[src/rtl/uart_frame_dispatcher_pkg.sv]
// Shared constants for the UART frame dispatcher: module count, commit id,
// default pulse/guard/timeout lengths, FSM state encodings and a counter
// width helper.
package uart_frame_dispatcher_pkg;

  localparam int         NUM_OF_MODULES     = 9;
  localparam logic [3:0] DISPATCH_COMMIT_ID = 4'hF;
  localparam int         SHOOT_CYCLES_DEF   = 24;
  localparam int         GUARD_CYCLES_DEF   = 48;
  localparam int         TIMEOUT_CYCLES_DEF = 48000;

  localparam logic [2:0] ST_COLLECT = 3'd0;
  localparam logic [2:0] ST_START   = 3'd1;
  localparam logic [2:0] ST_DRAIN   = 3'd2;
  localparam logic [2:0] ST_GUARD   = 3'd3;
  localparam logic [2:0] ST_SHOOT   = 3'd4;

  typedef enum logic [2:0] {
    COLLECT = ST_COLLECT,
    START   = ST_START,
    DRAIN   = ST_DRAIN,
    GUARD   = ST_GUARD,
    SHOOT   = ST_SHOOT
  } state_e;

  // Counter width able to hold n-1, never narrower than one bit.
  function automatic int cnt_width(input int n);
    return (n < 2) ? 1 : $clog2(n);
  endfunction

endpackage

[src/rtl/uart_frame_dispatcher_pulse_counter.sv]
// Loadable down-counter. done is high while the count sits at zero, so a
// value of N-1 loaded on state entry yields a state that lasts N cycles.
module pulse_counter #(
  parameter int W = 4
) (
  input  logic         clk,
  input  logic         reset,
  input  logic         load,
  input  logic         en,
  input  logic [W-1:0] load_val,
  output logic         done
);

  logic [W-1:0] cnt_q;

  // Load has priority; otherwise count down and hold at zero.
  always_ff @(posedge clk or negedge reset) begin
    if (!reset) begin
      cnt_q <= '0;
    end else if (load) begin
      cnt_q <= load_val;
    end else if (en && (cnt_q != '0)) begin
      cnt_q <= cnt_q - W'(1);
    end
  end

  assign done = (cnt_q == '0);

endmodule

[src/rtl/uart_frame_dispatcher.sv]
// Collects per-module switch bytes, launches all loaded UARTs together on a
// commit word, waits for them to drain, then fires the global shoot pulse
// after a guard delay.
// Optional: define DISPATCH_TIMEOUT_EN to bound the START/DRAIN wait and add
// the sticky timeout_err output.
module uart_frame_dispatcher
  import uart_frame_dispatcher_pkg::*;
#(
  parameter int NUM_MODULES    = NUM_OF_MODULES,
  parameter int SHOOT_CYCLES   = SHOOT_CYCLES_DEF,
  parameter int GUARD_CYCLES   = GUARD_CYCLES_DEF,
  parameter int TIMEOUT_CYCLES = TIMEOUT_CYCLES_DEF
) (
  input  logic                     clk,
  input  logic                     reset,
  input  logic                     data_valid,
  input  logic [11:0]              sin_index,
  input  logic [3:0]               uart_id,
  input  logic [NUM_MODULES-1:0]   tx_busy,
  output logic [NUM_MODULES-1:0]   start_tx,
  output logic [8*NUM_MODULES-1:0] data_to_tx,
  output logic                     shoot,
  output logic                     busy,
  output logic                     overrun
`ifdef DISPATCH_TIMEOUT_EN
  ,
  output logic                     timeout_err
`endif
);

  // Guard and shoot never overlap, so one counter serves both.
  localparam int GS_MAX = (SHOOT_CYCLES > GUARD_CYCLES) ? SHOOT_CYCLES : GUARD_CYCLES;
  localparam int GS_W   = cnt_width(GS_MAX);
  localparam logic [GS_W-1:0] GUARD_LOAD = (GUARD_CYCLES > 0) ? GS_W'(GUARD_CYCLES - 1) : '0;
  localparam logic [GS_W-1:0] SHOOT_LOAD = GS_W'(SHOOT_CYCLES - 1);

  state_e                 state_q, state_d;
  logic [NUM_MODULES-1:0] loaded_q;
  logic [NUM_MODULES-1:0] start_q;
  logic [7:0]             bytes_q [NUM_MODULES];
  logic                   commit, clear_frame, abort;
  logic                   gs_load, gs_done;
  logic [GS_W-1:0]        gs_val;
  logic                   to_done;
  logic [3:0]             unused_sin_hi;

  assign unused_sin_hi = sin_index[11:8];
  assign start_tx      = start_q;

  pulse_counter #(.W(GS_W)) u_guard_shoot (
    .clk      (clk),
    .reset    (reset),
    .load     (gs_load),
    .en       ((state_q == GUARD) || (state_q == SHOOT)),
    .load_val (gs_val),
    .done     (gs_done)
  );

`ifdef DISPATCH_TIMEOUT_EN
  localparam int TO_W = cnt_width(TIMEOUT_CYCLES);
  localparam logic [TO_W-1:0] TO_LOAD = TO_W'(TIMEOUT_CYCLES - 1);

  pulse_counter #(.W(TO_W)) u_timeout (
    .clk      (clk),
    .reset    (reset),
    .load     (commit),
    .en       ((state_q == START) || (state_q == DRAIN)),
    .load_val (TO_LOAD),
    .done     (to_done)
  );

  // Sticky record of any frame abandoned for lack of TX completion.
  always_ff @(posedge clk or negedge reset) begin
    if (!reset) begin
      timeout_err <= 1'b0;
    end else if (abort) begin
      timeout_err <= 1'b1;
    end
  end
`else
  localparam int unused_timeout_cycles = TIMEOUT_CYCLES;
  assign to_done = 1'b0;
`endif

  // State register.
  always_ff @(posedge clk or negedge reset) begin
    if (!reset) begin
      state_q <= COLLECT;
    end else begin
      state_q <= state_d;
    end
  end

  // Next-state, counter loads and status outputs.
  always_comb begin
    state_d     = state_q;
    commit      = 1'b0;
    clear_frame = 1'b0;
    abort       = 1'b0;
    gs_load     = 1'b0;
    gs_val      = '0;
    shoot       = 1'b0;
    busy        = 1'b1;
    case (state_q)
      COLLECT: begin
        busy = 1'b0;
        if (data_valid && (uart_id == DISPATCH_COMMIT_ID) && (loaded_q != '0)) begin
          commit  = 1'b1;
          state_d = START;
        end
      end
      START: begin
        // Every outstanding request is acknowledged at this edge.
        if ((start_q & ~tx_busy) == '0) begin
          state_d = DRAIN;
        end
      end
      DRAIN: begin
        if ((tx_busy & loaded_q) == '0) begin
          state_d = GUARD;
          gs_load = 1'b1;
          gs_val  = GUARD_LOAD;
        end
      end
      GUARD: begin
        if (gs_done) begin
          state_d = SHOOT;
          gs_load = 1'b1;
          gs_val  = SHOOT_LOAD;
        end
      end
      SHOOT: begin
        shoot = 1'b1;
        if (gs_done) begin
          state_d     = COLLECT;
          clear_frame = 1'b1;
        end
      end
      default: state_d = COLLECT;
    endcase
    if (((state_q == START) || (state_q == DRAIN)) && to_done) begin
      state_d = COLLECT;
      abort   = 1'b1;
      gs_load = 1'b0;
    end
  end

  // Byte capture, loaded mask, per-UART start requests and overrun flag.
  always_ff @(posedge clk or negedge reset) begin
    if (!reset) begin
      loaded_q <= '0;
      start_q  <= '0;
      overrun  <= 1'b0;
      for (int i = 0; i < NUM_MODULES; i++) begin
        bytes_q[i] <= '0;
      end
    end else begin
      if (data_valid && (state_q != COLLECT)) begin
        overrun <= 1'b1;
      end
      if (data_valid && (state_q == COLLECT)) begin
        for (int i = 0; i < NUM_MODULES; i++) begin
          if (uart_id == 4'(i)) begin
            bytes_q[i]  <= sin_index[7:0];
            loaded_q[i] <= 1'b1;
          end
        end
      end
      if (commit) begin
        start_q <= loaded_q;
      end else begin
        start_q <= start_q & ~tx_busy;
      end
      if (clear_frame || abort) begin
        loaded_q <= '0;
      end
      if (abort) begin
        start_q <= '0;
      end
    end
  end

  // Flatten the byte registers onto the TX data bus.
  always_comb begin
    data_to_tx = '0;
    for (int i = 0; i < NUM_MODULES; i++) begin
      data_to_tx[8*i +: 8] = bytes_q[i];
    end
  end

endmodule
[config.mk]
export PLATFORM = sky130hd
export DESIGN_NAME = uart_frame_dispatcher
export DESIGN_NICKNAME = d
export VERILOG_FILES = /design/src/rtl/uart_frame_dispatcher_pkg.sv /design/src/rtl/uart_frame_dispatcher_pulse_counter.sv /design/src/rtl/uart_frame_dispatcher.sv
export SDC_FILE = /design/constraint.sdc
export NUM_CORES = 1
export LEC_CHECK = 0
export BUFFER_PORTS_ARGS = -buffer_cell sky130_fd_sc_hd__buf_4
export CELL_PAD_IN_SITES_DETAIL_PLACEMENT = 1
export CELL_PAD_IN_SITES_GLOBAL_PLACEMENT = 1
export CORE_ASPECT_RATIO = 1.25
export CORE_MARGIN = 5
export CORE_UTILIZATION = 42
export DETAILED_ROUTE_END_ITERATION = 16
export HOLD_SLACK_MARGIN = 0.08
export PLACE_DENSITY = 0.92
export SETUP_SLACK_MARGIN = 0.02
export SLEW_MARGIN = 20
export SYNTH_ARGS = -nofsm -noshare
export SYNTH_HDL_FRONTEND = slang
export SYNTH_SLANG_ARGS = --single-unit
[constraint.sdc]
create_clock -name clk -period 2.85 [get_ports clk]
set_input_delay 0.4275 -clock clk [delete_from_list [all_inputs] [get_ports clk]]
set_output_delay 0.4275 -clock clk [all_outputs]
set_load 0.02 [all_outputs]
==> results of run 1 <==
-- state kept, by name, indices dropped and copies added (netlist names) --
register,count
data_to_tx,72
loaded_q,9
overrun,1
start_tx,9
state_q,3
u_guard_shoot.cnt_q,6
-- power breakdown --
group / internal (mW) / switching (mW) / total, mW
registers: 1.85 / 0.320 / 2.17
clock network: 0.681 / 0.534 / 1.21
logic: 0.813 / 0.897 / 1.71
total: 3.35 / 1.75 / 5.10
-- placed cells by master, fill, tap and decap left out, drive strengths merged, types with 2 or more instances in the layout --
cell type / n
nand2b: 4
o211ai: 3
nand2: 10
xnor2: 2
nor3b: 2
or4b: 2
o21a: 5
nor4: 5
o22ai: 2
clkinvlp: 2
clkbuf: 10
mux2: 81
buf: 108
inv: 11
a21oi: 4
clkinv: 2
nor2b: 12
a21boi: 4
dfrtp: 100
a22oi: 4
nand3: 6
or2: 2
nor3: 5
nor2: 11
-- cell type report --
class	instances	area (um2)	share of cell area [%]
clock buffers	10	229	4.30
clock inverters	6	63.8	1.20
inverters	10	37.5	0.705
multi-input cells	173	1510	28.4
flip-flops and latches	100	2500	47.0
well taps	126	158	2.96
repair buffers	108	823	15.5
-- logic make-up after synthesis --
family          after synthesis
buf+inv                      17
fa+ha+maj                     1
flops                       100
simple gates                 63
mux                          81
xor+xnor                      2
compound gates               26
-- synth_stat cells, types with 2 or more instances --
master	number	area (um2)
nor4_1	5	31.3
inv_1	9	33.8
nor3_1	3	15.0
nand3_1	6	30.0
mux2_2	80	901
xnor2_1	2	17.5
or2_1	2	12.5
nand2_1	10	37.5
nor2_4	3	33.8
buf_6	2	22.5
o211ai_1	3	22.5
o21a_1	5	37.5
a22oi_1	4	30.0
nor2b_1	12	75.1
buf_2	4	20.0
dfrtp_1	100	2500
o22ai_1	2	12.5
nand2b_1	4	25.0
a21oi_1	4	20.0
nor2_1	7	26.3
a21boi_0	4	30.0
-- through the flow --
step / util [%] / setup WS [ns]
after floorplan: - / 0.779
after global placement: 52.7 / 0.496
after detailed placement: 52.7 / 0.437
after CTS: 55.7 / 0.419
after global routing: 55.7 / 0.244
final: 55.7 / 0.431
-- layer usage --
layer / part of all wire [%] / global-route usage (%) / up-vias
met2: 55 / 35.5 / 76
met1: 37 / 20.8 / 1420
met4: 1.1 / 5.29 / 0
met5: 0 / 0 / -
li1: - / - / 1257
met3: 6.6 / 6.23 / 12
-- critical path, delay by kind of cell (launching register included) --
kind | cells | cell delay, ns
xor gates and xnor gates | 1 | 0.18
DFF | 1 | 0.38
buffers and inverters | 1 | 0.12
AOI/OAI and AO/OA | 1 | 0.50
and+or+nand+nor | 3 | 0.89
adders and majority gates | 1 | 0.23
-- worst paths after layout --
| path | from | to | cells after the start | slack, ns |
|---|---|---|---|---|
| hold / removal | reset | start_tx[7] | 1 | 0.11 |
| setup / recovery | u_guard_shoot.cnt_q[0] | u_guard_shoot.cnt_q[2] | 7 | 0.43 |
| max in group asynchronous | reset | data_to_tx[68] | 2 | 2.02 |
| setup reg to reg | u_guard_shoot.cnt_q[0] | u_guard_shoot.cnt_q[2] | 7 | 0.43 |
| hold reg to reg | overrun | overrun | 1 | 0.47 |
| min in group clk | data_valid | overrun | 2 | 0.31 |
==> run_results.csv, run 1 <==
group,metric,value,unit
status,status,"finished clean",
logic_synthesis,synth-seq-area-share,61.0,%
cts,clk_pin_slew_worst_paths,0.07,ns
cts,cts-resized-gates,0,
grt,gr-usage-all-layers,19.2,%
cts,worst_skew_pair.late_latency,0.35,ns
floorplan,die_area,0.0119,mm2
power_and_ir_drop,ir_drop,0.486,mV
drt,dr.pass1.iters,4,
place,gp_congestion,0.830,
timing,period_needed,2.42,ns
critical_path,required,3.07,ns
logic_synthesis,yosysUniqueCellTypes,40,
cells_and_area,fill_cells,993,
min_path,hold_class,"primary input to asynchronous set/reset pin",
logic_synthesis,synth_nets,319,
logic_synthesis,yosys_warnings,0,
grt,antenna_found_initial,0,
logic_synthesis,synth.area.mux_share,22.2,%
critical_path,start_kind,"flop",
cells_and_area,final_cells,533,
critical_path,cp_max_fo,6,
logic_synthesis,synth-async-reset-ratio,100,%
logic_synthesis,synth-simple-area-share,9.46,%
drt,routed_wl,10800,um
logic_synthesis,avgSynthCellArea,14.1,um2
cts,h-tree-depth,3,
critical_path,critPathCaptureType,"flop",
logic_synthesis,synth_flop_cell,"dfrtp_1",
cells_and_area,area_growth,29.9,%
timing,maxSlewHeadroom,55.7,%
timing,final_hold_viol_count,0,
logic_synthesis,synth_adder_area_share,0.305,%
logic_synthesis,ys_ff_latch,100,
place,placed_area,0.00503,mm2
critical_path,critPathArrivalTime,2.64,ns
drt,postRouteAntennaNets,0,
place,dpl.hpwl,7770,um
logic_synthesis,synth_top_family_by_area,"multiplexers",
floorplan,start_util,42.9,%
cells_and_area,drive_gt1_share,52.1,%
cells_and_area,diodes,0,
timing,setup_viol,0,
logic_synthesis,syn-cell-area,0.00410,mm2
logic_synthesis,synthXorXnorAreaFrac,0.427,%
cts,clock_sinks,100,
grt,grt_start_max_net_pins,52,
cts,clock-root-buffer,"clkbuf_16",
power_and_ir_drop,power.density,957,mW/mm2
logic_synthesis,synth_cells,290,
grt,grt_overflow,0,
drt,viasPerCell,5.19,
cells_and_area,fin_nets,431,
timing,finalClockSkew,0.00493,ns
cts,cts_hold_buf,0,
drt,via_count,2765,
place,dp.cells,517,
timing,tightest_slew,0.665,ns
grt,grt_pass1_vias,3113,
timing,setup_tns,0,ns
drt,drc,0,
critical_path,worst_path_largest_cell_delay,0.68,ns
cts,cts_buffer_depth,2,
timing,drv_slew,0,
job,drv_cap,0,
critical_path,cpMaxStageDelayCell,"or4b_2",
timing,rsz0062_at_grt,"false",
timing,period_share,84.9,%
power_and_ir_drop,p_total,5.10,mW
floorplan,core,0.00956,mm2
floorplan,die_w,98.4,um
floorplan,rows,40,
cells_and_area,stdcell_area,0.00533,mm2
critical_path,path_cells,"inv_1, ha_1, or4b_2, o22ai_1, nor2_1, xnor2_1, nand2_1",
cts,post-cts-setup-buffer-count,0,
cts,cts_inserted_buffers,9,
power_and_ir_drop,p_leak,2.62,nW
timing,fmax,413,MHz
floorplan,die_y,120,um
critical_path,critical_path_class,"flop to flop",
logic_synthesis,synth_compound_area_share,4.49,%
timing,fin_hold_ws,0.105,ns
grt,grt_pass1_wl,17500,um
floorplan,pin_count,112,
logic_synthesis,synth_enable_flop_cells,0,
cts,cts_tree,"yes",
place,port_buffers,107,
drt,drt_iter0_drc,66,
drt,post_drt_wl_per_cell,20.3,um
(Power assumes the default switching activity.)
==> run 2, diff against run 1 <==
==> constraint.sdc (replaced) <==
create_clock -name clk -period 2.25 [get_ports clk]
set_input_delay 0.3375 -clock clk [delete_from_list [all_inputs] [get_ports clk]]
set_output_delay 0.3375 -clock clk [all_outputs]
set_load 0.02 [all_outputs]
==> run_results.csv, run 2 (synthesis gave the netlist of run 1 again) <==
group,metric,value,unit
timing,setup_viol,0,
cells_and_area,final_cells,545,
critical_path,critPathCaptureType,"flop",
grt,gr-usage-all-layers,19.6,%
grt,grt_pass1_vias,3258,
power_and_ir_drop,switching_share,34.7,%
grt,grt_use_met2,35.3,%
drt,post_drt_wl_per_cell,20.6,um
floorplan,die_area,0.0119,mm2
power_and_ir_drop,p_seq_share,42.8,%
cts,clock_sinks,100,
place,gp_congestion,0.836,
critical_path,start_kind,"flop",
drt,dr.pass1.iters,4,
cts,worst_skew_pair.late_latency,0.34,ns
floorplan,rows,40,
timing,tightest_slew,0.494,ns
power_and_ir_drop,p_switching,2.22,mW
grt,grtUsageMet1,22.0,%
place,port_buffers,107,
power_and_ir_drop,p_leak,2.69,nW
cts,clk_pin_slew_worst_paths,0.07,ns
power_and_ir_drop,power_frac_comb,35.2,%
floorplan,die_y,120,um
timing,setup_tns,0,ns
floorplan,pin_count,112,
floorplan,die_w,98.4,um
critical_path,required,2.46,ns
grt,met3_usage,5.37,%
drt,viasPerCell,5.22,
timing,fmax,480,MHz
power_and_ir_drop,internal_power,4.19,mW
cells_and_area,diodes,0,
critical_path,critPathArrivalTime,2.29,ns
floorplan,start_util,42.9,%
cells_and_area,final_common_cell,"buf_4",
grt,top_usage_layer,"met2",
cts,cts_inserted_buffers,9,
power_and_ir_drop,power.density,1170,mW/mm2
critical_path,cp_max_fo,6,
drt,postRouteAntennaNets,0,
critical_path,critical_path_class,"flop to flop",
place,dpl.hpwl,8240,um
drt,drc,0,
cells_and_area,area_growth,33.1,%
cells_and_area,final_core_util,57.1,%
timing,finalClockSkew,0.00609,ns
drt,routed_wl,11200,um
timing,rsz0062_at_grt,"true",
floorplan,core,0.00956,mm2
power_and_ir_drop,p_total,6.41,mW
cells_and_area,mostFrequentLayoutCells,"buf_4 (114), dfrtp_1 (100), mux2_2 (80)",
place,dp.cells,527,
drt,via_count,2845,
status,status,"finished clean",
power_and_ir_drop,clockPowerShare,22.0,%
timing,maxSlewHeadroom,67.1,%
place,pre_cts_slack,0.0152,ns
cts,h-tree-depth,3,
cts,cts_buffer_depth,2,
grt,grt_start_max_net_pins,52,
timing,drv_slew,0,
cells_and_area,fin_nets,443,
timing,fin_ws,0.165,ns
cells_and_area,drive_gt1_share,53.7,%
min_path,hold_class,"primary input to flop",
timing,period_share,92.7,%
timing,period_needed,2.08,ns
job,drv_cap,0,
drt,drt_iter0_drc,72,
grt,antenna_found_initial,0,
cts,cts_tree,"yes",
cts,clock-root-buffer,"clkbuf_16",
timing,final_hold_viol_count,0,
grt,grt_overflow,0,
grt,grt_pass1_wl,18100,um
power_and_ir_drop,ir_drop,0.624,mV
cells_and_area,largest_register_ffs,72,
run 2: cell count changes in the layout (fill, tap and decap cells not counted), sizes merged:
cell,previous run,this run
clkinv,2,4
dlygate4sd3,0,1
clkinvlp,2,1
inv,11,10
clkbuf,10,11
bufinv,1,0
buf,108,119
run 2: worst paths after layout:
check | cells past startpoint | to | start | slack, ns
setup / recovery | 8 | u_guard_shoot.cnt_q[5] | u_guard_shoot.cnt_q[0] | 0.17
hold / removal | 2 | overrun | data_valid | 0.21
setup reg to reg | 8 | u_guard_shoot.cnt_q[5] | u_guard_shoot.cnt_q[0] | 0.17
hold reg to reg | 1 | overrun | overrun | 0.46
max in group asynchronous | 3 | data_to_tx[13] | reset | 1.13
min in group asynchronous | 2 | start_tx[8] | reset | 0.41
run 2: timing repair:
| item | CTS | global route |
|---|---|---|
| hold buffers | 1 | 0 |
| endpoints found under the hold margin | 16 | 0 |
| gates resized for setup | 1 | 2 |
| setup endpoints to repair | 5 | 25 |
| pin swaps | 1 | 1 |
| setup buffers | 0 | 1 |
run 2: final cells by class:
| type | count | area [um2] |
|---|---|---|
| clock buffer | 11 | 243 |
| clock inverter | 5 | 27.5 |
| fill | 974 | 4100 |
| inverter | 10 | 37.5 |
| multi-input combinational | 173 | 1530 |
| sequential | 100 | 2500 |
| tap | 126 | 158 |
| timing repair buffer | 120 | 966 |
run 2: worst max-delay path, stage by stage (launching register included):
cell     delay, ns
dfrtp_1       0.38
inv_1         0.12
ha_1          0.20
or4b_4        0.51
o22ai_1       0.21
buf_4         0.18
nor3_1        0.08
nor3_1        0.19
a21oi_1       0.07
run 2: metal layers:
layer	wire, um	part of all wire [%]	vias to the layer above
met5	0	0	-
met4	204	1.8	0
met3	696	6.2	13
met2	6180	55	73
met1	4160	37	1487
li1	-	-	1272
run 2: power groups by stage:
stage	combinational (mW)	sequential, mW	clock [mW]
global placement	2.17	2.71	0
floorplan	0.714	3.20	0
finish	2.26	2.74	1.41
detailed placement	2.27	2.76	0
global route	2.42	2.81	1.52
CTS	2.29	2.74	1.45
run 2: metrics by stage:
stage | area (um2) | hold slack (ns)
detailed placement | 5150 | 0.225
floorplan | 4100 | 0.0419
global route | 5460 | 0.210
CTS | 5430 | 0.202
finish | 5460 | 0.210
global placement | 5150 | 0.226
